===== src/rtl/wb_pkg.sv =====
// rtl/wb_pkg.sv - shared types and constants for the writeback arbiter.
package wb_pkg;
  localparam int XLEN   = 64;
  localparam int REG_AW = 5;

  typedef enum logic {
    PIPE  = 1'b0,
    FORCE = 1'b1
  } wb_state_e;

  typedef struct packed {
    logic [REG_AW-1:0] rd;
    logic [XLEN-1:0]   data;
  } wb_entry_t;
endpackage


===== src/rtl/wb_result_fifo.sv =====
// rtl/wb_result_fifo.sv - FIFO of long-latency results with a per-slot valid/rd view.
module wb_result_fifo
  import wb_pkg::*;
#(
  parameter int DEPTH = 2
) (
  input  logic                          clk_i,
  input  logic                          rst_ni,
  input  logic                          push_i,
  input  wb_entry_t                     push_entry_i,
  input  logic                          pop_i,
  output logic                          full_o,
  output logic                          empty_o,
  output wb_entry_t                     head_o,
  output logic [DEPTH-1:0]              entry_valid_o,
  output logic [DEPTH-1:0][REG_AW-1:0]  entry_rd_o
);
  localparam int AW = $clog2(DEPTH);

  wb_entry_t     mem_q [DEPTH];
  logic [AW-1:0] rd_ptr_q, rd_ptr_d;
  logic [AW-1:0] wr_ptr_q, wr_ptr_d;
  logic [AW:0]   count_q, count_d;
  logic [AW-1:0] off;
  logic          do_push, do_pop;

  assign full_o  = (count_q == (AW+1)'(DEPTH));
  assign empty_o = (count_q == '0);
  assign head_o  = mem_q[rd_ptr_q];
  assign do_push = push_i && !full_o;
  assign do_pop  = pop_i && !empty_o;

  // Pointers are AW bits wide, so increments wrap modulo DEPTH for free.
  always_comb begin
    rd_ptr_d = rd_ptr_q;
    wr_ptr_d = wr_ptr_q;
    count_d  = count_q;
    if (do_push) wr_ptr_d = wr_ptr_q + 1'b1;
    if (do_pop)  rd_ptr_d = rd_ptr_q + 1'b1;
    count_d = count_q + (AW+1)'(do_push) - (AW+1)'(do_pop);
  end

  always_ff @(posedge clk_i or negedge rst_ni) begin
    if (!rst_ni) begin
      rd_ptr_q <= '0;
      wr_ptr_q <= '0;
      count_q  <= '0;
    end else begin
      rd_ptr_q <= rd_ptr_d;
      wr_ptr_q <= wr_ptr_d;
      count_q  <= count_d;
    end
  end

  always_ff @(posedge clk_i) begin
    if (do_push) mem_q[wr_ptr_q] <= push_entry_i;
  end

  // A slot is live when its distance from the read pointer is below the fill count.
  always_comb begin
    off           = '0;
    entry_valid_o = '0;
    entry_rd_o    = '0;
    for (int i = 0; i < DEPTH; i++) begin
      off              = AW'(i) - rd_ptr_q;
      entry_valid_o[i] = ({1'b0, off} < count_q);
      entry_rd_o[i]    = mem_q[i].rd;
    end
  end
endmodule


===== src/rtl/wb_arbiter.sv =====
// rtl/wb_arbiter.sv - register-file write port arbiter (pipeline vs long-latency queue).
// WB_STARVE_EN enables the starvation counter and the one-cycle FORCE stall.
module wb_arbiter
  import wb_pkg::*;
#(
  parameter int DEPTH        = 2,
  parameter int STARVE_LIMIT = 4
) (
  input  logic              clk,
  input  logic              reset,
  input  logic [XLEN-1:0]   pipe_read_data,
  input  logic [XLEN-1:0]   pipe_result,
  input  logic [REG_AW-1:0] pipe_rd,
  input  logic              pipe_memtoreg,
  input  logic              pipe_regwrite,
  input  logic              lu_valid,
  input  logic [REG_AW-1:0] lu_rd,
  input  logic [XLEN-1:0]   lu_data,
  output logic              lu_ready,
  output logic              rf_we,
  output logic [REG_AW-1:0] rf_waddr,
  output logic [XLEN-1:0]   rf_wdata,
  output logic              stall_pipe,
  output logic [31:0]       lu_pending
);
  logic                         pipe_live;
  logic                         q_full, q_empty, q_push, q_pop;
  logic                         force_sel;
  wb_entry_t                    q_head, lu_entry;
  logic [DEPTH-1:0]             q_valid;
  logic [DEPTH-1:0][REG_AW-1:0] q_rd;

  assign pipe_live = pipe_regwrite && (pipe_rd != '0);
  assign lu_ready  = !q_full;
  // Writes to x0 are accepted on the handshake but never occupy a slot.
  assign q_push    = lu_valid && lu_ready && (lu_rd != '0);
  assign lu_entry  = '{rd: lu_rd, data: lu_data};

  wb_result_fifo #(.DEPTH(DEPTH)) u_fifo (
    .clk_i         (clk),
    .rst_ni        (reset),
    .push_i        (q_push),
    .push_entry_i  (lu_entry),
    .pop_i         (q_pop),
    .full_o        (q_full),
    .empty_o       (q_empty),
    .head_o        (q_head),
    .entry_valid_o (q_valid),
    .entry_rd_o    (q_rd)
  );

`ifdef WB_STARVE_EN
  localparam int CW = $clog2(STARVE_LIMIT + 1);

  wb_state_e state_q, state_d;
  logic [CW-1:0] starve_cnt_q, starve_cnt_d;

  always_ff @(posedge clk or negedge reset) begin
    if (!reset) begin
      state_q      <= PIPE;
      starve_cnt_q <= '0;
    end else begin
      state_q      <= state_d;
      starve_cnt_q <= starve_cnt_d;
    end
  end

  always_comb begin
    state_d      = PIPE;
    starve_cnt_d = starve_cnt_q;
    if (q_pop) begin
      starve_cnt_d = '0;
    end else if (!q_empty && (starve_cnt_q != CW'(STARVE_LIMIT))) begin
      starve_cnt_d = starve_cnt_q + 1'b1;
    end
    if ((state_q == PIPE) && (starve_cnt_d == CW'(STARVE_LIMIT))) state_d = FORCE;
  end

  assign force_sel = (state_q == FORCE);
`else
  logic unused_starve_limit;
  assign unused_starve_limit = ^STARVE_LIMIT;
  assign force_sel = 1'b0;
`endif

  assign stall_pipe = force_sel;

  // The queue head wins when forced or when the pipeline has nothing to write.
  always_comb begin
    rf_we    = 1'b0;
    rf_waddr = '0;
    rf_wdata = '0;
    q_pop    = 1'b0;
    if (reset) begin
      if (force_sel || (!pipe_live && !q_empty)) begin
        rf_we    = 1'b1;
        rf_waddr = q_head.rd;
        rf_wdata = q_head.data;
        q_pop    = 1'b1;
      end else if (pipe_live) begin
        rf_we    = 1'b1;
        rf_waddr = pipe_rd;
        rf_wdata = pipe_memtoreg ? pipe_read_data : pipe_result;
      end
    end
  end

  always_comb begin
    lu_pending = '0;
    for (int i = 0; i < DEPTH; i++) begin
      if (q_valid[i]) lu_pending[q_rd[i]] = 1'b1;
    end
  end
endmodule


===== config.mk =====
export PLATFORM = sky130hd
export DESIGN_NAME = wb_arbiter
export DESIGN_NICKNAME = d
export VERILOG_FILES = /design/src/rtl/wb_pkg.sv /design/src/rtl/wb_result_fifo.sv /design/src/rtl/wb_arbiter.sv
export SDC_FILE = /design/constraint.sdc
export NUM_CORES = 1
export LEC_CHECK = 0
export ABC_AREA = 0
export BUFFER_PORTS_ARGS = -buffer_cell sky130_fd_sc_hd__buf_2
export CORE_MARGIN = 4
export CORE_UTILIZATION = 25
export CTS_CLUSTER_SIZE = 24
export DETAILED_ROUTE_END_ITERATION = 6
export PLACE_DENSITY_LB_ADDON = 0.05
export SYNTH_ARGS = -nofsm -noshare
export SYNTH_HDL_FRONTEND = slang
export SYNTH_SLANG_ARGS = --single-unit
export TNS_END_PERCENT = 20

===== constraint.sdc =====
create_clock -name clk -period 11.9 [get_ports clk]
set_input_delay 0.595 -clock clk [delete_from_list [all_inputs] [get_ports clk]]
set_output_delay 0.595 -clock clk [all_outputs]
set_load 0.005 [all_outputs]

Word-level counts from Yosys, hierarchy flattened. Memory sizes are Yosys's and may differ from the RTL's. Cells that the tools add are included.

Bits in registers: 4. Bits in writable memories: 138. Input bits: 207. Output and inout port bits: 104. Logic and storage cells: 52. Memories: 1.

Add/sub/neg operators: 6. Magnitude comparators: 6. Eq/ne operators: 1. Muxes and demuxes: 20. Bitwise logic cells: 1. Reduce and logical (&&, ||, !) cells: 14.

Memory list: u_fifo.mem_q (words 2, bits a word 69, read ports 3, clocked after memory_dff 0, wr ports 1, RTL line wb_result_fifo.sv:20) `wb_entry_t mem_q [DEPTH];`.

Operators by type and width (number): $mux 64 (4); $mux 32 (2); $or 32x32->32 (1); $mux 5 (3); $lt 5x6->1 const B (2); $demux 1 s5 (2); $ge 5x1->1 const B (2); $reduce_bool 5->1 (2); $mux 1 (9); $logic_and 1x1->1 (8); $lt 1x2->1 (2); $logic_not 1->1 (3); $add 1x1->1 const B (2); $add 2x1->2 (1); $eq 2x2->1 const B (1); $logic_not 2->1 (1); $sub 1x1->1 const A (2); $sub 2x1->2 (1).

Depth between registers and ports, before layout. Gate-level depths: netlist of run 1.

Depth in word-level cells: 8. Depth in mapped cells: 9. Gate-level depth less buffers: 8.

Cells and area by module. From an unflattened synthesis of run 1, not the netlist that was laid out.

Cell total of the unflattened synthesis: 727. Area, all modules: 9440.3 um2.

Modules (own cells, without submodules): wb_result_fifo (times used 1, cells each 246, area each 5621.6 um2); wb_arbiter (times used 1, cells each 481, area each 3818.7 um2).

Worst setup path after synthesis of run 1. OpenSTA, ideal clock, no wires.

Kind: input -> register. Start: in lu_rd[3]. End: mem u_fifo.mem_q[0][0] (netlist name) (enable). Library setup time: 0.497 ns. Arrival: 3.739 ns. Required time: 11.403 ns. Path slack: 7.664 ns. Stages on the path: 3. Cells stage by stage: or4_1 > o211ai_1 > nor2_1.

Longest elaborated chain between the ends: 5.

Ends and longest elaborated chain: start: declaration (RTL line wb_arbiter.sv:17) `input logic [REG_AW-1:0] lu_rd,`; $reduce_bool 5->1 (RTL line wb_arbiter.sv:36) `assign q_push = lu_valid && lu_ready && (lu_rd != '0);`; $logic_and 1x1->1 (RTL line wb_arbiter.sv:36); $logic_and 1x1->1 (RTL line wb_result_fifo.sv:30) `assign do_push = push_i && !full_o;`; $mux 1 (RTL line wb_result_fifo.sv:56) `if (do_push) mem_q[wr_ptr_q] <= push_entry_i;`; $mux 1 (implied by the code) (RTL line wb_result_fifo.sv:56); end: declaration (RTL line wb_result_fifo.sv:20).

No other way between the ends.

Final worst setup path of run 1.
Start: reg u_fifo.rd_ptr_q. End: out lu_pending[18].

Longest elaborated chain between the ends: 5.

Ends and longest elaborated chain: start: declaration (RTL line wb_result_fifo.sv:21) `logic [AW-1:0] rd_ptr_q, rd_ptr_d;`; start signal: assignment (RTL line wb_result_fifo.sv:49) `rd_ptr_q <= rd_ptr_d;`; $sub 1x1->1 (RTL line wb_result_fifo.sv:65) `off = AW'(i) - rd_ptr_q;`; $lt 1x2->1 (RTL line wb_result_fifo.sv:66) `entry_valid_o[i] = ({1'b0, off} < count_q);`; $mux 32 (RTL line wb_arbiter.sv:111) `if (q_valid[i]) lu_pending[q_rd[i]] = 1'b1;`; $or 32x32->32 (no source line); $mux 32 * (RTL line wb_arbiter.sv:111); end: declaration (RTL line wb_arbiter.sv:24) `output logic [31:0] lu_pending`.

Every way passes the cells marked *; elsewhere a longest branch is shown, timed or not.

==> impl_metrics.yaml, run 1 <==
route:
  drtIter0Drc: 171
  wl_per_cell_um: 17.5
  viasPerCell: 4.44
  ant_nets: 0
  wl_mm: 22.7
  drc: 0
  vias: 5782
  first_pass_iters: 6
clocking:
  postCtsHoldBufs: 0
  cts.sinks: 142
  cts_resized: 0
  cts_root_buf: "clkbuf_16"
  cts.htree.levels: 4
  numCtsBuffers: 17
  tritoncts: "yes"
  cts.clk_slew.worst_paths_ns: 0.06
  clkLatencyLatePin_ns: 0.41
  postCtsSetupBuffers: 0
  clockBufferDepth: 2
yosys:
  yosysWarnings: 0
  yosysUniqueCellTypes: 30
  synth_nets: 822
  netlist_area_um2: 7690
  ys_ff_latch: 142
  yosysSeqAreaShare_pct: 55.2
  avgSynthCellArea_um2: 12.6
  syn_inst: 613
grt:
  grt_usage_pct: 13.0
  grt_max_degree: 76
  grt_pass1_vias: 5996
  antenna_found_initial: 5
  overflow: 0
  grt_pass1_wl_mm: 34.2
sta:
  fmax_mhz: 285
  hold_viol: 0
  setup_slack_ns: 8.39
  hold_ws_ns: 0.371
  period_needed_ns: 3.51
  setup_viol_count_final: 0
  slew_violations: 0
  tightest_slew_ns: 1.09
  clock_skew_ns: 0.00996
  slew_headroom_pct: 27.1
  min_period_over_period_pct: 29.5
  rsz0062_at_grt: "no"
  fin_setup_tns_ns: 0
final_layout:
  fin_nets: 1109
  area_delta_synth_final_pct: 32.6
  final.fill_count: 3054
  layout_commonest_cell: "buf_2"
  mostFrequentLayoutCells: "buf_2, edfxtp_1, nand2_1"
  final_core_util_pct: 34.0
  ff_latch_area_um2: 4250
  multiInputGateArea_um2: 3220
  drive_above_1_share_pct: 52.9
floorplanning:
  die-area_um2: 33600
  start_util_pct: 25.6
  boundaryPins: 311
  core-area_um2: 30000
  die_w_um: 183
  rows: 63
  die_height_um: 183
setup_path:
  startpoint_type: "flop"
  crit_path_start: "u_fifo.rd_ptr_q$_DFFE_PN0P_"
  cp-end-kind: "output pin"
  crit_end: "lu_pending[18]"
  arrival_ns: 2.91
  crit-reg2reg-launch: "u_fifo.count_q[1]$_DFF_PN0_"
  cp_max_fo: 61
  rrSetupSlack_ns: 9.08
  worstPathCellList: "buf_4 > nor2b_1 > o211ai_1 > o22ai_1 > buf_2"
  cp.required_ns: 11.31
  critPathMaxStageDelay_ns: 0.76
  r2r_end: "u_fifo.mem_q[0][9]$_DFFE_PP_"
  criticalPathCategory: "flop to output pin"
  crit_slowest_cell: "buf_4"
  reg2regPathDepth: 4
place:
  port_buffers: 309
  routabilityCongestion: 0.738
  hpwl_mm: 16.0
  preCtsSetupSlack_ns: 8.39
pwr:
  p_per_area_nw_per_um2: 184
  p_leak_nw: 4.34
  vdd_drop_max_v: 0.0000816
flow_run:
  maxCapViolCount: 0
worst_hold_path:
  holdCritPathClass: "primary input to flop"
run_status:
  status: "completed"
==> worst min-delay path by stage <==
stage	slack, ns	cells after the start	endpoint	start
3_5_place_dp	0.54	1	u_fifo.wr_ptr_q$_DFFE_PN0N_	u_fifo.wr_ptr_q$_DFFE_PN0N_
5_1_grt	0.34	1	u_fifo.mem_q[1][53]$_DFFE_PP_	lu_data[53]
3_3_place_gp	0.55	1	u_fifo.wr_ptr_q$_DFFE_PN0N_	u_fifo.wr_ptr_q$_DFFE_PN0N_
4_1_cts	0.34	1	u_fifo.mem_q[1][56]$_DFFE_PP_	lu_data[56]
6_report	0.37	1	u_fifo.mem_q[1][7]$_DFFE_PP_	lu_data[7]
2_1_floorplan	0.30	0	u_fifo.count_q[0]$_DFF_PN0_	reset
==> layer usage <==
layer	GRT usage [%]	vias up	wire (um)
li1	-	2841	-
met1	16.9	2694	10000
met2	21.2	223	10500
met3	4.29	16	2000
met4	2.50	8	147
met5	0	-	42
==> critical path: cells and delay by family, from the launching register on <==
family / cells / cell delay, ns
AOI/OAI and AO/OA: 2 / 0.83
and+or+nand+nor: 1 / 0.20
buffers and inverters: 2 / 0.92
DFF: 1 / 0.54
==> Yosys cell counts (all sizes together) <==
cell type,n,area (um^2)
a211o,1,8.76
a21o,2,15.0
buf,22,121
clkbuf,26,97.6
conb,1,3.75
dfrtp,4,100
edfxtp,138,4140
ha,2,25.0
inv,7,26.3
mux2,128,1440
mux2i,69,691
nand2,132,495
nand2b,1,6.26
nand3,8,40.0
nand3b,8,60.1
nor2,6,22.5
nor2b,1,6.26
o211ai,5,37.5
o21a,2,15.0
o21ai,2,10.0
o22ai,32,200
o31a,1,8.76
o31ai,4,30.0
or3,3,18.8
or3b,3,26.3
or4,1,7.51
xnor2,4,35.0
==> area by class of cell <==
class / instances / share of cell area [%]
diodes: 1 / 0.0245
clock buffers: 17 / 4.17
clock inverters: 13 / 1.86
inverters: 7 / 0.258
multi-input cells: 416 / 31.6
flip-flops and latches: 142 / 41.6
well taps: 390 / 4.78
repair buffers: 316 / 15.7
==> state kept, by name (all words and copies together), names as in the netlist <==
name             count
u_fifo.mem_q       138
u_fifo.count_q       2
u_fifo.wr_ptr_q      1
u_fifo.rd_ptr_q      1
==> power by group <==
part	switching (mW)	total [mW]	internal, mW
sequential	0.0456	0.729	0.684
clock	0.205	0.555	0.350
combinational	0.325	0.588	0.263
==> cell families (layout without fill, tap and decap cells) <==
family	after synthesis	after routing	synth area share [%]
flip-flops	142	142	55.2
other	1	2	0.0487
buffers and inverters	55	353	3.19
AND/OR/NAND/NOR	163	163	8.88
multiplexers	197	197	27.7
AO/OA/AOI/OAI	49	49	4.23
XOR/XNOR	4	4	0.455
adder cells (fa/ha/maj)	2	2	0.325
==> through the flow <==
| stage | power [mW] | area [um^2] | instances |
|---|---|---|---|
| global placement | 1.35 | 9580 | 1271 |
| floorplan | 1.13 | 7690 | 613 |
| CTS | 1.92 | 10200 | 1301 |
| global route | 2.00 | 10200 | 1301 |
| detailed placement | 1.35 | 9580 | 1271 |
| finish | 1.87 | 10200 | 1302 |
Power figures use the tool's default switching activity.
==> inputs of run 2 (changes only) <==
==> constraint.sdc (replaced) <==
create_clock -name clk -period 2.9 [get_ports clk]
set_input_delay 0.145 -clock clk [delete_from_list [all_inputs] [get_ports clk]]
set_output_delay 0.145 -clock clk [all_outputs]
set_load 0.005 [all_outputs]
==> impl_metrics.yaml, run 2 (synthesis results as in run 1) <==
run_status:
  status: "completed"
grt:
  grt_usage_pct: 13.6
  grt_pass1_wl_mm: 36.2
  grt_pass1_vias: 6429
  antenna_found_initial: 1
  grt_max_degree: 44
  overflow: 0
sta:
  setup_viol_count_final: 0
  clock_skew_ns: 0.0130
  period_needed_ns: 2.52
  slew_headroom_pct: 41.0
  slew_violations: 0
  fmax_mhz: 397
  min_period_over_period_pct: 87.0
  rsz0062_at_grt: "no"
  fin_setup_tns_ns: 0
  hold_viol: 0
  tightest_slew_ns: 0.885
floorplanning:
  die-area_um2: 33600
  rows: 63
  die_w_um: 183
  die_height_um: 183
  start_util_pct: 25.6
  core-area_um2: 30000
  boundaryPins: 311
setup_path:
  cp-end-kind: "output pin"
  crit-reg2reg-launch: "u_fifo.count_q[1]$_DFF_PN0_"
  r2r_end: "u_fifo.mem_q[0][58]$_DFFE_PP_"
  criticalPathCategory: "flop to output pin"
  cp_max_fo: 29
  startpoint_type: "flop"
  cp.required_ns: 2.76
  reg2regPathDepth: 5
  rrSetupSlack_ns: 0.74
  arrival_ns: 2.38
final_layout:
  top_regs: "u_fifo.mem_q (138), u_fifo.count_q (2)"
  multiInputGateArea_um2: 3220
  final.fill_count: 3117
  area_delta_synth_final_pct: 43.8
  final_core_util_pct: 36.8
  mostFrequentLayoutCells: "buf_2, edfxtp_1, nand2_1"
  regMostFlops: "u_fifo.mem_q"
  layout_commonest_cell: "buf_2"
  drive_above_1_share_pct: 49.6
  fin_nets: 1190
  diodes: 0
  ff_latch_area_um2: 4250
  largest_reg_flops: 138
route:
  drc: 0
  vias: 6095
  wl_mm: 23.5
  drtIter0Drc: 200
  viasPerCell: 4.40
  first_pass_iters: 4
  wl_per_cell_um: 16.9
  ant_nets: 0
place:
  port_buffers: 309
  routabilityCongestion: 0.722
  hpwl_mm: 17.5
clocking:
  tritoncts: "yes"
  postCtsSetupBuffers: 0
  cts_resized: 0
  cts_root_buf: "clkbuf_16"
  numCtsBuffers: 17
  cts.htree.levels: 4
  cts.sinks: 142
  clkLatencyLatePin_ns: 0.42
  cts.clk_slew.worst_paths_ns: 0.06
  clockBufferDepth: 2
  postCtsHoldBufs: 70
pwr:
  p_sw_mw: 2.47
  p_seq_share_pct: 38.4
  p_per_area_nw_per_um2: 713
  vdd_drop_max_v: 0.000340
  p_clk_share_pct: 28.6
  intPower_mw: 5.42
  pwr-share-comb_pct: 33.0
  swShare_pct: 31.3
  p_leak_nw: 4.70
worst_hold_path:
  holdCritPathClass: "primary input to flop"
  holdCritStartpoint: "pipe_rd[4]"
  min_path_cells: 4
  hold-path-endpoint: "u_fifo.rd_ptr_q$_DFFE_PN0P_"
flow_run:
  maxCapViolCount: 0
run 2: routing by layer:
layer  GRT usage, %  part of all wire, %
met1           18.1                   46
met2           22.2                   46
met3           3.64                  7.6
met4           3.37                  1.0
met5              0                0.030
run 2: critical path: stages, from the launching register on:
cell and delay, ns:
dfrtp_4 0.71, nor2b_1 0.16, o211ai_1 0.68, o22ai_1 0.23, buf_2 0.17
run 2: how the worst max path moves through the flow:
stage | start | end | depth (start not counted) | slack (ns)
floorplan | u_fifo.count_q[1]$_DFF_PN0_ | u_fifo.mem_q[0][0]$_DFFE_PP_ | 4 | -0.14
global placement | u_fifo.count_q[1]$_DFF_PN0_ | u_fifo.mem_q[0][50]$_DFFE_PP_ | 5 | 0.65
detailed placement | u_fifo.count_q[1]$_DFF_PN0_ | u_fifo.mem_q[1][3]$_DFFE_PP_ | 5 | 0.65
CTS | u_fifo.rd_ptr_q$_DFFE_PN0P_ | rf_wdata[35] | 5 | 0.35
global route | u_fifo.rd_ptr_q$_DFFE_PN0P_ | lu_pending[9] | 4 | 0.25
finish | u_fifo.rd_ptr_q$_DFFE_PN0P_ | lu_pending[22] | 4 | 0.38
run 2: area by class of cell:
type	count	share of cell area, %
timing repair buffer	397	22.3
clock inverter	14	1.62
clock buffer	18	3.88
multi-input combinational	416	29.1
sequential	142	38.4
tap	390	4.41
inverter	7	0.238
run 2: power by group through the flow:
stage,combinational (mW),sequential (mW),clock (mW)
after global routing,2.89,3.09,2.41
final,2.60,3.03,2.25
after floorplan,1.66,2.93,0
after detailed placement,2.58,3.09,0
after global placement,2.60,3.09,0
after CTS,2.68,3.05,2.33
run 2: per-stage QoR:
stage                     setup slack (ns)  power, mW  hold slack (ns)  area, um^2  cells
after floorplan                     -0.144       4.60           -0.151        7700    613
final                                0.378       7.88            0.196       11100   1384
after global routing                 0.250       8.39            0.230       11100   1384
after CTS                            0.352       8.05            0.177       11100   1384
after detailed placement             0.650       5.67            0.237        9750   1282
after global placement               0.652       5.69            0.237        9750   1282
